<file path="src/rtl/arb_pkg.sv">
// Shared constants and types for the round-robin index arbiter.
package arb_pkg;

  localparam int N_REQ = 8;
  localparam int IDX_W = $clog2(N_REQ);

  typedef enum logic {
    IDLE  = 1'b0,
    GRANT = 1'b1
  } state_t;

endpackage

</file>
<file path="src/rtl/rr_pick.sv">
// Masked priority encoder: lowest set request at or above ptr, else lowest set request overall.
module rr_pick
  import arb_pkg::*;
(
  input  logic [N_REQ-1:0] req,
  input  logic [IDX_W-1:0] ptr,
  output logic             any,
  output logic [IDX_W-1:0] idx
);

  logic [N_REQ-1:0] masked;
  logic [N_REQ-1:0] search;

  // Keep only the requests at or above ptr; fall back to the full vector when none remain.
  always_comb begin
    // NOTE: every combinational output gets a default first so no path can infer a latch.
    masked = req & ({N_REQ{1'b1}} << ptr);
    search = (|masked) ? masked : req;
    any    = |req;
    idx    = '0;
    // Scan from the top down so the lowest set bit is the one left in idx.
    for (int i = N_REQ - 1; i >= 0; i--) begin
      if (search[i]) idx = IDX_W'(i);
    end
  end

endmodule

</file>
<file path="src/rtl/rr_index_arbiter.sv">
// Round-robin arbiter for 8 requesters producing a 3-bit winner index under valid/ready.
// Optional feature: define ARB_LOCK_EN to add the lock port, which lets the current
// owner win again on the next pick while it is still requesting.
module rr_index_arbiter
  import arb_pkg::*;
(
  input  logic             clk,
  input  logic             rst,
  input  logic [N_REQ-1:0] req,
  input  logic             grant_ready,
  output logic             grant_valid,
  output logic [IDX_W-1:0] grant_idx
`ifdef ARB_LOCK_EN
  ,
  input  logic             lock
`endif
);

  state_t           state, state_n;
  logic [IDX_W-1:0] ptr, ptr_n;
  logic             valid_n;
  logic [IDX_W-1:0] idx_n;
  logic             pick_any;
  logic [IDX_W-1:0] pick_idx;
  logic             hold_owner;

  rr_pick u_pick (
    .req (req),
    .ptr (ptr),
    .any (pick_any),
    .idx (pick_idx)
  );

  // Decide whether the pointer stays on the current owner after its handshake.
`ifdef ARB_LOCK_EN
  assign hold_owner = lock & req[grant_idx];
`else
  assign hold_owner = 1'b0;
`endif

  // Next-state, next-pointer and next-output logic; everything holds unless a rule fires.
  always_comb begin
    state_n = state;
    ptr_n   = ptr;
    valid_n = grant_valid;
    idx_n   = grant_idx;
    case (state)
      IDLE: begin
        if (pick_any) begin
          idx_n   = pick_idx;
          valid_n = 1'b1;
          state_n = GRANT;
        end
      end
      GRANT: begin
        // The grant is sticky: req is not consulted until the consumer accepts it.
        if (grant_ready) begin
          // 3-bit add wraps 7 to 0 by discarding the carry.
          ptr_n   = hold_owner ? grant_idx : grant_idx + IDX_W'(1);
          valid_n = 1'b0;
          state_n = IDLE;
        end
      end
      default: state_n = IDLE;
    endcase
  end

  // State, pointer and output registers; reset wins over any same-cycle handshake.
  always_ff @(posedge clk) begin
    // NOTE: sequential state uses non-blocking assignments so all registers update together.
    if (rst) begin
      state       <= IDLE;
      ptr         <= '0;
      grant_valid <= 1'b0;
      grant_idx   <= '0;
    end else begin
      state       <= state_n;
      ptr         <= ptr_n;
      grant_valid <= valid_n;
      grant_idx   <= idx_n;
    end
  end

endmodule
</file>
<file path="config.mk">
export PLATFORM = sky130hd
export DESIGN_NAME = rr_index_arbiter
export DESIGN_NICKNAME = d
export VERILOG_FILES = /design/src/rtl/arb_pkg.sv /design/src/rtl/rr_pick.sv /design/src/rtl/rr_index_arbiter.sv
export SDC_FILE = /design/constraint.sdc
export NUM_CORES = 1
export LEC_CHECK = 0
export BUFFER_PORTS_ARGS = -buffer_cell sky130_fd_sc_hd__buf_2
export CAP_MARGIN = 20
export CORE_MARGIN = 3
export CORE_UTILIZATION = 30
export DETAILED_ROUTE_END_ITERATION = 10
export GPL_TIMING_DRIVEN = 0
export SKIP_LAST_GASP = 1
export SYNTH_ARGS = -nofsm -noshare
export SYNTH_HDL_FRONTEND = slang
export SYNTH_SLANG_ARGS = --single-unit
</file>
<file path="constraint.sdc">
create_clock -name clk -period 2.6 [get_ports clk]
set_input_delay 0.26 -clock clk [delete_from_list [all_inputs] [get_ports clk]]
set_output_delay 0.26 -clock clk [all_outputs]
set_load 0.02 [all_outputs]
</file>
-- Word-level counts from Yosys, hierarchy flattened
Cells that the tools add are included.
Widths: inputs -> output; s select.
- register bits after elaboration: 8
- bits of input ports: 11
- output and inout bits: 4
- word-level logic and storage cells: 30
- $add $sub $neg: 1
- eq/ne operators: 2
- shifts and indexed selects: 1
- mux-type cells: 15
- bitwise operators: 2
- reduce and logical (&&, ||, !) cells: 5
- operator list (cell ; number):
    $mux 3 ; 8
    $reduce_or 8->1 ; 2
    $and 8x8->8 ; 1
    $mux 8 ; 1
    $shl 8x3->8 const A ; 1
    $reduce_and 2->1 ; 3
    $mux 1 ; 4
    $ne 2x2->1 const B ; 2
    $pmux 1 s2 ; 2
    $add 3x1->3 const B ; 1
    $not 1->1 ; 1

-- Logic depth before layout (Yosys ltp)
Gate-level depths: netlist (run 1).
- depth in word-level cells: 12
- mapped depth: 7
- mapped depth without buffers: 6

-- Cells and area by module
From an unflattened synthesis (run 1), not the netlist that was laid out.
- cells, all modules: 79
- area total of the unflattened synthesis: 604.3 sq um
- modules (own cells, without submodules) (module ; times used ; cells an instance ; area each (sq um) ; sequential area each (sq um)):
    rr_pick ; 1 ; 47 ; 304.0 ; 0.0
    rr_index_arbiter ; 1 ; 32 ; 300.3 ; 160.2

-- Worst setup path before layout (run 1)
No wires, ideal clock.
- path type: reg2reg
- start point: register ptr[2]
- end point: register grant_idx[0]
- library setup time: 0.117 ns
- data arrival time: 1.511 ns
- data required time: 2.483 ns
- setup slack: 0.971 ns
- cell stages (with the launch flop): 8
- path buffers: 1
- clock period less this slack: 1.629 ns
- path through: dfxtp_1 -> buf_2 -> nand4b_1 -> o31a_1 -> nor4_4 -> o21a_1 -> o21ai_1 -> a32o_1
- word-level cells in the longest chain between the ends: 12
- RTL lines (element ; line ; text):
    start, declared ; rr_index_arbiter.sv:20 ; logic [IDX_W-1:0] ptr, ptr_n;
    start signal, assigned ; rr_index_arbiter.sv:78 ; ptr <= ptr_n;
    $shl 8x3->8 (*) ; rr_pick.sv:17 ; masked = req & ({N_REQ{1'b1}} << ptr);
    $and 8x8->8 (*) ; rr_pick.sv:17 ;
    $reduce_or 8->1 ; rr_pick.sv:18 ; search = (|masked) ? masked : req;
    $mux 8 (*) ; rr_pick.sv:18 ;
    $mux 3 (7 in series) ; rr_pick.sv:23 ; if (search[i]) idx = IDX_W'(i);
    $mux 3 (*) ; rr_pick.sv:23 ;
    end signal, assigned ; rr_index_arbiter.sv:80 ; grant_idx <= idx_n;
    end, declared ; rr_index_arbiter.sv:12 ; output logic [IDX_W-1:0] grant_idx
Every way passes the cells marked *; elsewhere a longest branch is shown, timed or not.
A chain may end at the register's enable or synchronous reset.

-- Final worst setup path (run 1)
Same ends and word-level chain as after synthesis.

==> results.ini, run 1 <==
[die]
fp.coreArea_um2=1820
die_width_um=51.0
rows=15
ios=15
dieArea_um2=2600
die_h_um=51.0
start_util_pct=33.4

[cells_and_area]
nNetsFinal=108
seq_area_um2=160
drive_gt1_share_pct=26.6
final_cell_count_no_fill=119
synthToLayoutAreaGrowth_pct=20.4
multiInputGateArea_um2=414
fill_cells=201
antenna_cells=0

[setup_path]
path_max_fanout=10
required_ns=2.74
cpPeakStageDelay_ns=0.37
worstSetupStartpointType=register
slowest_stage=nor4_4
crit_chain=buf_2 > nand4b_1 > o31a_1 > nor4_4 > o21a_1 > o21ai_1 > a32o_1
crit_type=register to register
crit_buf_inv=1
crit_family=compound AO/OA/AOI/OAI gates
critPathArrivalTime_ns=1.99
worstSetupEndpointType=register

[detailed_routing]
vias=663
dr.pass1.iters=4
routedWlPerCell_um=12.8
routed_wl_um=1520
drc=0
vias_per_cell=5.57
ant_nets=0
drtIter0Drc=20

[clocking]
clkTransAtPathRegs_ns=0.05
clock-sinks=8
root_buffer=clkbuf_4
cts_resized=0
post_cts_buffers=0
numCtsBuffers=3
hold_buffers=0
cts_tree=yes
clock_tree.buffer_depth=2
htree_num_levels=1
insertion_delay_ns=0.25

[timing]
finalSetupViolCount=0
finalSetupTns_ns=0
hold_slack_ns=0.231
finClkSkew_ns=0.000200
tightest_slew_ns=0.445
finalCritPeriodShare_pct=71.0
hold_viol_final=0
rsz0062_at_grt=no
period_needed_ns=1.85
worst_slack_ns=0.754
timing.final.max_slew_violations=0
relSlewSlack_pct=70.1
timing.fmax_mhz=542

[placed_design]
pre_cts_slack_ns=0.771
placed_cells=116
gp_congestion=0.823
io_buffers=14

[grt]
antenna_found_initial=0
grt_max_degree=11
overflow=0
grtUsageTotal_pct=12.7
grt_pass1_wl_um=2530
first_global_vias=628

[flow_run]
drv_cap=0

[worst_hold_path]
min_path_type=primary input to register

[synth]
synth_top_area_share_pct=26.3
synth_cell_types=35
syn_inst=77
netlist.top_cell.by_area=dfxtp_1
ys_ff_latch=8
seq_area_frac_synth_pct=26.3
syn_nets=89
syn_avg_cell_area_um2=7.90
synthTopCellsByArea=dfxtp_1 (26%), nor2_1 (4.9%), o22ai_1 (4.1%)
synth_area_um2=608
synth_warnings=0

[power_and_ir_drop]
vdd_drop_max_mv=0.245
power.density_nw_per_um2=443
p_leak_nw=0.304

[run_status]
status=finished, final reports clean

-- cells in the final DEF (no fill, tap or decap), types with 4 or more instances in the layout --
cell type  synthesis  final
dfxtp_1            8      8
o22ai_1            4      4
inv_1              5      5
nand2_1            6      6
a21oi_1            4      4
buf_2              3     17
nor2_1             8      8
-- layer usage --
| metal | global-route usage, % | share of wire [%] | vias up | wire length [µm] |
|---|---|---|---|---|
| met5 | 0 | 0 | - | 0 |
| met4 | 4.48 | 0 | 0 | 0 |
| met3 | 4.96 | 7.2 | 0 | 109 |
| met2 | 20.8 | 50 | 29 | 756 |
| met1 | 14.8 | 43 | 303 | 655 |
| li1 | - | - | 331 | - |
-- worst register-to-register path: stages (launching register included) --
cell      delay (ns)
dfxtp_1         0.34
buf_2           0.23
nand4b_1        0.11
o31a_1          0.18
nor4_4          0.37
o21a_1          0.18
o21ai_1         0.06
a32o_1          0.26
-- registers in the layout, summed over array words and instances (netlist names) --
signal,count
ptr,3
grant_valid,1
grant_idx,3
state,1
-- stage by stage --
| stage | cell area [µm²] | utilization [%] | power (mW) |
|---|---|---|---|
| global placement | 709 | 39.0 | 0.233 |
| floorplan | 608 | - | 0.202 |
| finish | 732 | 40.2 | 0.324 |
| global route | 732 | 40.2 | 0.344 |
| CTS | 732 | 40.2 | 0.328 |
| detailed placement | 709 | 39.0 | 0.234 |
-- Yosys cell counts, drive strengths merged --
library cell  count
nand2b            1
ha                1
o22a              1
xor2              1
a211oi            3
o21ai             3
a22o              1
o311a             1
a21oi             5
a31oi             1
a221oi            1
nor2              8
inv               5
buf               3
o32ai             1
dfxtp             8
nor4              4
and2              1
o21a              1
nor3              1
nor4b             1
a21bo             1
nor2b             3
nand3             1
o31ai             3
a21o              1
a32o              2
o22ai             4
o31a              1
nand2             6
a21boi            2
nand4b            1
-- layout make-up --
class	instances	area share (%)
multi-input cells	61	56.6
repair buffers	14	9.57
well taps	25	4.27
inverters	5	2.56
clock buffers	3	3.08
flip-flops and latches	8	21.9
plain buffers	3	2.05
-- report_power, final --
| part | total (mW) | internal (mW) | switching [mW] |
|---|---|---|---|
| Clock | 0.0919 | 0.0526 | 0.0393 |
| Combinational | 0.0936 | 0.0379 | 0.0558 |
| Sequential | 0.139 | 0.132 | 0.00689 |
| Total | 0.324 | 0.222 | 0.102 |
-- kinds of logic (layout without fill, tap and decap cells) --
family	after synthesis	count (layout)	share of synthesized area (%)
AO/OA/AOI/OAI	32	32	39.7
XOR/XNOR	1	1	1.44
adder cells (fa/ha/maj)	1	1	2.06
buffers and inverters	8	25	5.56
flip-flops	8	8	26.3
AND/OR/NAND/NOR	27	27	24.9
-- final timing paths --
| path | startpoint | end | slack [ns] | cells past startpoint |
|---|---|---|---|---|
| min reg2reg | grant_valid | grant_valid | 0.49 | 2 |
| max | ptr[2] | grant_idx[0] | 0.75 | 7 |
| max reg2reg | ptr[2] | grant_idx[0] | 0.75 | 7 |
| min | grant_ready | grant_valid | 0.23 | 2 |
Power figures use the tool's default switching activity.
==> inputs of run 2 (changes only) <==
==> constraint.sdc (replaced) <==
create_clock -name clk -period 1.6 [get_ports clk]
set_input_delay 0.16 -clock clk [delete_from_list [all_inputs] [get_ports clk]]
set_output_delay 0.16 -clock clk [all_outputs]
set_load 0.02 [all_outputs]
==> results.ini, run 2 (same netlist as run 1, synthesis figures left out) <==
[placed_design]
io_buffers=14
gp_congestion=0.780
placed_cells=116
place_hpwl_um=1190

[detailed_routing]
routedWlPerCell_um=13.1
drc=0
drtIter0Drc=19
routed_wl_um=1690
vias_per_cell=5.32
vias=686
dr.pass1.iters=4
ant_nets=0

[setup_path]
worstSetupStartpointType=register
required_ns=1.76
reg2reg_from=ptr[1]
r2r_setup_slack_ns=-0.08
critPathArrivalTime_ns=1.83
path_max_fanout=6
crit_type=register to register
r2r_end=grant_idx[1]
worstSetupEndpointType=register
r2r_cells=8

[die]
start_util_pct=33.4
ios=15
die_h_um=51.0
die_width_um=51.0
dieArea_um2=2600
fp.coreArea_um2=1820
rows=15

[power_and_ir_drop]
p_leak_nw=0.371
switching_power_mw=0.188
comb_power_share_pct=32.7
p_seq_share_pct=39.2
vdd_drop_max_mv=0.313
p_sw_share_pct=32.6
intPower_mw=0.390
power.total_mw=0.578
power.density_nw_per_um2=670
p_clk_share_pct=28.1

[grt]
antenna_found_initial=0
grt_pass1_wl_um=2890
grtUsageTotal_pct=15.0
grt_max_degree=8
overflow=0
first_global_vias=637

[timing]
timing.fmax_mhz=597
finalSetupTns_ns=-0.204
hold_slack_ns=0.126
finalCritPeriodShare_pct=105
finClkSkew_ns=0.00310
worst_slack_ns=-0.0763
timing.final.max_slew_violations=0
period_needed_ns=1.68
tightest_slew_ns=0.456
finalSetupViolCount=3
relSlewSlack_pct=69.3
rsz0062_at_grt=yes
hold_viol_final=0

[run_status]
status=finished, violations left
violations=setup timing

[cells_and_area]
synthToLayoutAreaGrowth_pct=42.0
nNetsFinal=118
final_cell_count_no_fill=129
top_regs=grant_idx: 3 flops, ptr: 3 flops
mostFrequentLayoutCells=buf_2 (14), buf_4 (10), nor2_1 (8)
antenna_cells=0
drive_gt1_share_pct=38.5
final_common_cell=buf_2

[clocking]
htree_num_levels=1
cts_tree=yes
insertion_delay_ns=0.26
root_buffer=clkbuf_4
clock_tree.buffer_depth=2
clkTransAtPathRegs_ns=0.06
clock-sinks=8
numCtsBuffers=3

[worst_hold_path]
hold_depth=2
hold_start=grant_ready
hold_end=grant_valid
min_path_type=primary input to register

[flow_run]
drv_cap=0

[run 2: cell count changes in the layout (fill, tap and decap cells not counted), sizes merged]
cell / before / now
buf: 17 / 27
[run 2: worst max path at each step]
stage | startpoint | end | slack (ns) | cells after the start
after CTS | ptr[0] | grant_idx[0] | -0.07 | 7
after detailed placement | ptr[1] | grant_idx[0] | -0.13 | 7
after floorplan | ptr[1] | grant_idx[0] | 0.03 | 7
final | ptr[1] | grant_idx[1] | -0.08 | 8
after global placement | ptr[1] | grant_idx[2] | -0.15 | 7
after global routing | ptr[0] | grant_idx[0] | -0.16 | 7
[run 2: per-layer routing]
metal	share of wire [%]	track usage, %
met5	0	0
met4	3.0	10.8
met3	4.6	3.79
met2	47	23.8
met1	46	17.4
[run 2: final cells by class]
type	instances	area, µm²
Clock buffer	3	22.5
Multi-Input combinational cell	61	448
Inverter	5	18.8
Fill cell	189	957
Buffer	3	33.8
Sequential cell	8	164
Timing Repair Buffer	24	145
Tap cell	25	31.3
[run 2: power by group through the flow]
stage          logic [mW]  clock network (mW)  registers [mW]
6_report            0.189               0.163           0.227
5_1_grt             0.207               0.177           0.229
4_1_cts             0.183               0.167           0.226
3_5_place_dp        0.156                   0           0.230
3_3_place_gp        0.156                   0           0.229
2_1_floorplan      0.0967                   0           0.238
[run 2: through the flow]
step | utilization, % | area, µm² | setup WS (ns)
2_1_floorplan | - | 626 | 0.0322
3_3_place_gp | 39.9 | 727 | -0.146
3_5_place_dp | 39.9 | 727 | -0.128
4_1_cts | 46.3 | 843 | -0.0672
5_1_grt | 47.4 | 863 | -0.161
6_report | 47.4 | 863 | -0.0763
[run 2: critical path, stage by stage, from the launching register on]
cell     delay [ns]
dfxtp_2        0.32
buf_4          0.13
a21bo_4        0.21
a21oi_4        0.20
nor4_4         0.10
buf_4          0.15
o22ai_2        0.09
o31ai_1        0.10
a32o_1         0.26
[run 2: repair_timing]
action,4_1_cts,5_1_grt
endpoints found under the setup margin,3,3
pin swaps,4,6
hold buffers,0,0
gates resized for setup,6,3
setup buffers,9,1
